### src/rtl/uart_tx_fifo.sv
// UART transmitter with an integrated transmit FIFO. Frames are start bit, DATA_BITS
// data bits LSB first, optional parity bit and STOP_BITS stop bits, paced by baud_tick.
module uart_tx_fifo #(
  parameter int DATA_BITS  = 8,
  parameter int PARITY     = 0,
  parameter int STOP_BITS  = 1,
  parameter int FIFO_DEPTH = 4
) (
  input  logic                          clk,
  input  logic                          rst_n,
  input  logic                          baud_tick,
  input  logic                          wr_en,
  input  logic [DATA_BITS-1:0]          wr_data,
  output logic                          wr_ready,
  output logic                          overflow,
  output logic                          tx,
  output logic                          busy,
  output logic                          tx_done,
  output logic [$clog2(FIFO_DEPTH):0]   fifo_count
);

  localparam int AW = $clog2(FIFO_DEPTH);
  localparam int CW = $clog2(DATA_BITS + 1);
  localparam logic [CW-1:0] BIT_LAST  = CW'(DATA_BITS);
  localparam logic [AW:0]   FULL_CNT  = (AW + 1)'(FIFO_DEPTH);
  localparam logic          STOP_LAST = (STOP_BITS == 2);
  localparam logic          ODD_FLIP  = (PARITY == 1);

  typedef enum logic [2:0] {S_IDLE, S_START, S_DATA, S_PARITY, S_STOP} state_e;

  state_e                 state_q, state_d;
  logic [DATA_BITS-1:0]   mem_q [FIFO_DEPTH];
  logic [AW-1:0]          wr_ptr_q, wr_ptr_d, rd_ptr_q, rd_ptr_d;
  logic [AW:0]            count_q, count_d;
  logic                   overflow_q, overflow_d;
  logic [DATA_BITS-1:0]   shift_q, shift_d;
  logic                   parity_q, parity_d;
  logic [CW-1:0]          bit_cnt_q, bit_cnt_d;
  logic                   stop_cnt_q, stop_cnt_d;
  logic                   tx_q, tx_d;
  logic                   tx_done_q, tx_done_d;

  logic                   full, empty, push, pop;
  logic [DATA_BITS-1:0]   head;

  // Full/empty come from registered state only, so a same-cycle pop never frees room.
  assign full  = (count_q == FULL_CNT);
  assign empty = (count_q == '0);
  assign push  = wr_en & ~full;
  assign pop   = (state_q == S_IDLE) & ~empty;
  assign head  = mem_q[rd_ptr_q];

  always_comb begin
    // NOTE: every comb output gets a default first so no path leaves it unassigned (no latch).
    wr_ptr_d   = wr_ptr_q;
    rd_ptr_d   = rd_ptr_q;
    count_d    = count_q;
    overflow_d = wr_en & full;
    if (push) wr_ptr_d = wr_ptr_q + 1'b1;
    if (pop)  rd_ptr_d = rd_ptr_q + 1'b1;
    unique case ({push, pop})
      2'b10:   count_d = count_q + 1'b1;
      2'b01:   count_d = count_q - 1'b1;
      default: count_d = count_q;
    endcase
  end

  // NOTE: storage array has no reset; the cleared pointers and count make stale words unreachable.
  always_ff @(posedge clk) begin
    if (push) mem_q[wr_ptr_q] <= wr_data;
  end

  // NOTE: sequential state uses non-blocking assignment so every flop samples pre-edge values.
  always_ff @(posedge clk or negedge rst_n) begin
    if (!rst_n) begin
      state_q    <= S_IDLE;
      wr_ptr_q   <= '0;
      rd_ptr_q   <= '0;
      count_q    <= '0;
      overflow_q <= 1'b0;
      shift_q    <= '0;
      parity_q   <= 1'b0;
      bit_cnt_q  <= '0;
      stop_cnt_q <= 1'b0;
      tx_q       <= 1'b1;
      tx_done_q  <= 1'b0;
    end else begin
      state_q    <= state_d;
      wr_ptr_q   <= wr_ptr_d;
      rd_ptr_q   <= rd_ptr_d;
      count_q    <= count_d;
      overflow_q <= overflow_d;
      shift_q    <= shift_d;
      parity_q   <= parity_d;
      bit_cnt_q  <= bit_cnt_d;
      stop_cnt_q <= stop_cnt_d;
      tx_q       <= tx_d;
      tx_done_q  <= tx_done_d;
    end
  end

  always_comb begin
    state_d = state_q;
    unique case (state_q)
      S_IDLE:   if (!empty) state_d = S_START;
      S_START:  if (baud_tick) state_d = S_DATA;
      S_DATA:   if (baud_tick && bit_cnt_q == BIT_LAST)
                  state_d = (PARITY != 0) ? S_PARITY : S_STOP;
      S_PARITY: if (baud_tick) state_d = S_STOP;
      S_STOP:   if (baud_tick && stop_cnt_q == STOP_LAST) state_d = S_IDLE;
      default:  state_d = S_IDLE;
    endcase
  end

  always_comb begin
    shift_d    = shift_q;
    parity_d   = parity_q;
    bit_cnt_d  = bit_cnt_q;
    stop_cnt_d = stop_cnt_q;
    tx_d       = tx_q;
    tx_done_d  = 1'b0;
    unique case (state_q)
      S_IDLE: begin
        // Parity is taken from the word as it leaves the FIFO; the shifter is consumed later.
        if (!empty) begin
          shift_d  = head;
          parity_d = (^head) ^ ODD_FLIP;
        end
      end
      S_START: begin
        if (baud_tick) begin
          tx_d      = 1'b0;
          bit_cnt_d = '0;
        end
      end
      S_DATA: begin
        if (baud_tick) begin
          if (bit_cnt_q == BIT_LAST) begin
            if (PARITY != 0) begin
              tx_d = parity_q;
            end else begin
              tx_d       = 1'b1;
              stop_cnt_d = 1'b0;
            end
          end else begin
            tx_d      = shift_q[0];
            shift_d   = shift_q >> 1;
            bit_cnt_d = bit_cnt_q + 1'b1;
          end
        end
      end
      S_PARITY: begin
        if (baud_tick) begin
          tx_d       = 1'b1;
          stop_cnt_d = 1'b0;
        end
      end
      S_STOP: begin
        if (baud_tick) begin
          if (stop_cnt_q == STOP_LAST) tx_done_d = 1'b1;
          else                         stop_cnt_d = stop_cnt_q + 1'b1;
        end
      end
      default: ;
    endcase
  end

  assign tx         = tx_q;
  assign busy       = (state_q != S_IDLE);
  assign tx_done    = tx_done_q;
  assign overflow   = overflow_q;
  assign wr_ready   = ~full;
  assign fifo_count = count_q;

endmodule

### config.mk
export PLATFORM = sky130hd
export DESIGN_NAME = uart_tx_fifo
export DESIGN_NICKNAME = d
export VERILOG_FILES = /design/src/rtl/uart_tx_fifo.sv
export SDC_FILE = /design/constraint.sdc
export NUM_CORES = 1
export LEC_CHECK = 0
export ABC_AREA = 1
export CELL_PAD_IN_SITES_DETAIL_PLACEMENT = 2
export CELL_PAD_IN_SITES_GLOBAL_PLACEMENT = 2
export CORE_ASPECT_RATIO = 1.5
export CORE_UTILIZATION = 39
export CTS_CLUSTER_SIZE = 40
export DETAILED_ROUTE_END_ITERATION = 8
export HOLD_SLACK_MARGIN = 0.08
export PLACE_DENSITY = 0.9
export REMOVE_ABC_BUFFERS = 1
export SLEW_MARGIN = 20
export SYNTH_ARGS = -nofsm -noshare
export SYNTH_HDL_FRONTEND = slang
export SYNTH_SLANG_ARGS = --single-unit
### constraint.sdc
create_clock -name clk -period 6 [get_ports clk]
set_input_delay 1.5 -clock clk [delete_from_list [all_inputs] [get_ports clk]]
set_output_delay 1.5 -clock clk [all_outputs]
set_load 0.01 [all_outputs]
; ---- After elaboration in Yosys (flattened, before gate mapping)
; Memories as Yosys holds them, arrays and structs flattened.
; Cells that the tools add are included.
[word_totals]
ff_bits = 26
mem_bits_rw = 32
in_bits = 12
mem_count = 1
out_inout_bits = 8
[memory_table]
columns = name, depth, width, rd, rd_clocked_by_memory_dff, write_ports, line
row1 = mem_q, 4, 8, 1, 0, 1, 32  ; logic [DATA_BITS-1:0] mem_q [FIFO_DEPTH];
[op_classes]
bitwise = 6
add_sub_neg = 6
n_eq_ne = 17
n_reduce_logical = 15
muxes = 30
[ops]
columns = cell, n
row1 = two-way mux 8 bit, 3
row2 = "inequality test 2 bit, second input constant", 9
row3 = one-hot mux 8 bit (2 select lines), 1
row4 = two-way mux 3 bit, 5
row5 = one-hot mux 3 bit (5 select lines), 1
row6 = two-way mux 1 bit, 13
row7 = two-way mux 4 bit, 3
row8 = AND reduction 4 bit, 3
row9 = AND reduction 5 bit, 2
row10 = nonzero test 3 bit, 3
row11 = one-hot mux 4 bit (2 select lines), 1
row12 = "equality test 3 x 2 -> 1 bit, second input constant", 2
row13 = "equality test 3 bit, second input constant", 2
row14 = logical NOT 3 bit, 2
row15 = one-hot mux 1 bit (3 select lines), 2
row16 = one-hot mux 3 bit (2 select lines), 1
row17 = nonzero test 2 bit, 3
row18 = "adder 2 x 1 -> 2 bit, second input constant", 2
row19 = "adder 4 x 1 -> 4 bit, second input constant", 1
row20 = "equality test 4 bit, second input constant", 1
row21 = "adder 3 x 1 -> 3 bit, second input constant", 1
row22 = AND 1 bit, 3
row23 = "equality test 3 x 1 -> 1 bit, second input constant", 1
row24 = inverter 1 bit, 3
row25 = other kinds (5), 6

; ---- Depth between registers and ports, before layout
[logic_depth]
depth_word = 5
depth_mapped = 11
ltp_nobuf = 11

; ---- Worst setup path after synthesis
; No wires, ideal clock.
[synth_path]
path_kind = input to register
startpoint = input wr_en
endpoint = register count_q[2] (netlist: fifo_count[2])
setup_ns = 0.131
path_buffers = 0
t_arrival_ns = 2.631
slack_ns = 3.238
cell_stages = 7
cell_sequence = nand2_1 ha_1 inv_1 fa_1 a21oi_1 o21ai_0 xor2_1
[synth_between]
elab_chain_cells = 3
word_cells_on_any_way = 5
classes_between = 2 x eq/ne / 1 x mux / 1 x bitwise / 1 x reduce/logical
[synth_rtl]
columns = item, line
row1 = start: declaration, 12  ; input logic wr_en,
row2 = AND 1 bit *, 49  ; assign push = wr_en & ~full;
row3 = equality test 2 x 1 -> 1 bit or equality test 2 bit (tied branches), 61  ; unique case ({push, pop})
row4 = one-hot mux 3 bit (2 select lines) or nonzero test 2 bit (tied branches), -
row5 = end signal: assignment, 91  ; count_q <= count_d;
row6 = end: declaration, 34  ; logic [AW:0] count_q, count_d;
; Mark *: on every way between the ends. The rest lies on a longest branch, timed or not.
; A chain may end at the register's enable or synchronous reset.

; ---- Worst setup path after layout
[layout_path]
startpoint = register state_q[0]
endpoint = output busy
[layout_between]
elab_chain_cells = 1
[layout_rtl]
columns = item, line
row1 = start: declaration, 31  ; state_e state_q, state_d;
row2 = start signal: assignment, 88  ; state_q <= state_d;
row3 = nonzero test 3 bit, 169  ; assign busy = (state_q != S_IDLE);
row4 = end: declaration, 17  ; output logic busy,
; Every way passes these cells.

==> results.yml <==
layout:
  layout-drive-gt1-share_pct: 10.4
  finalNetCount: 343
  antenna_cells: 0
  fill_cells: 744
  area_delta_synth_final_pct: 15.1
  stdcell_area_sq_mm: 0.00317
critical_path:
  worst_setup_path_start_kind: "flip-flop"
  r2r_cells: 11
  crit_fanout: 6
  crit_type: "reg -> out"
  critPathArrivalTime_ps: 1710
  regToRegEndpoint: "fifo_count[2]"
  timing.rr.start: "state_q[0]"
  crit_start: "state_q[0]"
  end_kind: "output port"
  rrSetupSlack_ps: 3690
  crit_required_ps: 4500
  endpoint: "busy"
clock_network:
  hold_buffers: 0
  cts-resized-gates: 0
  cts_buffers: 9
  cts_setup_buffers: 0
  clock_latency_ps: 340
  clk_pin_slew_worst_paths_ps: 60
  cts_tree: "done"
  clk_root_buffer_cell: "clkbuf_8"
  cts.sinks: 57
  htreeDepth: 3
  clock_path_buffers: 2
route:
  drt_iter0_markers: 87
  met2_wirelength_microns: 4540
  wl_met1_microns: 2980
  wire_per_inst_microns: 19.7
  drtAntennaViolNets: 0
  vias: 2063
  drt_first_pass_iters: 4
  top_layer: "met4"
  routed_wirelength_microns: 7990
  route.met3.wl_microns: 214
  drc: 0
  vias_per_cell: 5.08
grt:
  grt_pass1_vias: 2442
  grt_pass1_wl_microns: 13000
  grt_max_degree: 26
  gr-total-overflow: 0
  grt_antenna_before_repair: 0
  grt_usage_pct: 24.3
floorplan:
  die_area_sq_mm: 0.00741
  die_w_microns: 70.6
  die_h_microns: 105
  core_sq_mm: 0.00685
  io_pins: 20
  start_util_pct: 40.2
  rows: 37
yosys:
  synth_cell_types: 27
  yosys_register_bits: 57
  yosysWarnings: 0
  ys_seq_area_share_pct: 57.6
  syn_inst: 298
  synth_area_per_cell_sq_um: 9.25
  synth_area_sq_mm: 0.00276
sta:
  rsz0062_at_grt: "false"
  fin_skew_ps: 10.9
  setup_slack_ps: 2790
  fin_tns_setup_ps: 0
  report.final.slew_viol_count: 0
  worst_pin_slew_ps: 930
  max_freq_mhz: 312
  setup_violations: 0
  slew-limit-headroom_pct: 37.8
  hold_viol_final: 0
  min_period_ps: 3210
  fin_crit_sh_pct: 53.4
placement:
  port_buffers: 19
  gp_congestion: 0.756
  post-dp-hpwl_microns: 5810
  dpl_cell_area_sq_mm: 0.00302
  dp_slack_ps: 2510
flow_run:
  drv_cap: 0
hold_path:
  hp-class: "reg -> reg"
pwr:
  p_per_area_mw_per_mm2: 527
  p_leak_uw: 0.00154
  peakVddDrop_mv: 0.236
status:
  status: "finished, final reports clean"
[per-stage QoR]
stage | hold WS (ps) | std cells | power [uW] | util (%)
5_1_grt | 505 | 406 | 1800 | 46.3
3_3_place_gp | 460 | 390 | 1290 | 44.1
4_1_cts | 485 | 406 | 1700 | 46.3
2_1_floorplan | 449 | 292 | 1100 | -
3_5_place_dp | 470 | 390 | 1380 | 44.1
6_report | 481 | 406 | 1670 | 46.3
[flip-flops by register name, summed over array words and instances, names as in the netlist]
signal      cells
fifo_count      3
bit_cnt_q       4
wr_ptr_q        2
tx_done         1
shift_q         8
rd_ptr_q        2
mem_q          32
overflow        1
state_q         3
tx              1
[final cells by class]
type / instances / area [sq um] / area share [%]
clock buffer: 15 / 146 / 4.62
timing repair buffer: 20 / 198 / 6.24
sequential: 57 / 1590 / 50.1
tap: 78 / 97.6 / 3.08
clock inverter: 1 / 5.00 / 0.158
multi-input combinational: 182 / 936 / 29.5
inverter: 53 / 200 / 6.31
[critical path: stages, from the launching register on]
cell,delay [ps]
dfrtp_1,480
nor2_2,270
nand2_4,110
clkdlybuf4s50_1,510
[synthesized netlist by cell type]
cell type / number / area share [%]
nand3_2: 1 / 0.36
edfxtp_1: 32 / 35
or2_1: 1 / 0.23
buf_2: 4 / 0.73
nor2_8: 1 / 0.73
nand4_1: 4 / 0.91
nor2_2: 3 / 0.68
inv_2: 4 / 0.54
dfrtp_1: 24 / 22
nor2_4: 2 / 0.82
buf_4: 1 / 0.27
clkinv_2: 1 / 0.18
nand2_4: 4 / 1.6
clkbuf_1: 1 / 0.14
xnor2_1: 1 / 0.32
o31ai_1: 1 / 0.27
o21ai_0: 5 / 0.91
nand2_1: 102 / 14
inv_1: 48 / 6.5
dfstp_2: 1 / 0.95
fa_1: 1 / 0.73
xor2_1: 5 / 1.6
a21oi_1: 4 / 0.73
ha_1: 7 / 3.2
nand3_1: 22 / 4.0
nand2_2: 6 / 1.4
nor2_1: 12 / 1.6
[kinds of logic (layout without fill, tap and decap cells)]
logic type      count (synthesis)  after routing  share of synthesized area, %
compound gates                 10             10                          1.91
xor+xnor                        6              6                          1.91
fa+ha+maj                       8              8                          3.91
buf+inv                        59             89                          8.40
flops                          57             57                          57.6
simple gates                  158            158                          26.2
[cells in the final DEF, fill, tap and decap left out, drive strengths merged, types with 2 or more instances in the layout]
master and n:
o21ai 5, nand4 4, a21oi 4, clkdlybuf4s50 19, xor2 5, clkinv 2
inv 52, nor2 18, nand2 112, nand3 23, clkbuf 15, edfxtp 32
dfrtp 24, ha 7
[worst min path at each step]
stage / startpoint / endpoint / cells past startpoint
4_1_cts: tx / tx / 2
6_report: tx / tx / 2
3_3_place_gp: tx / tx / 2
2_1_floorplan: shift_q[1] / shift_q[1] / 2
3_5_place_dp: shift_q[4] / shift_q[4] / 2
5_1_grt: tx / tx / 2
[metal layers]
layer	track usage, %	vias to the layer above
met5	0	-
met4	11.0	0
met3	5.50	19
met2	45.6	38
met1	25.3	1034
li1	-	972
[report_power, final]
group	internal [uW]	total (uW)	switching [uW]
registers	539	639	101
clock network	150	298	148
logic	243	734	491
total	932	1670	739
(Power assumes the default switching activity.)
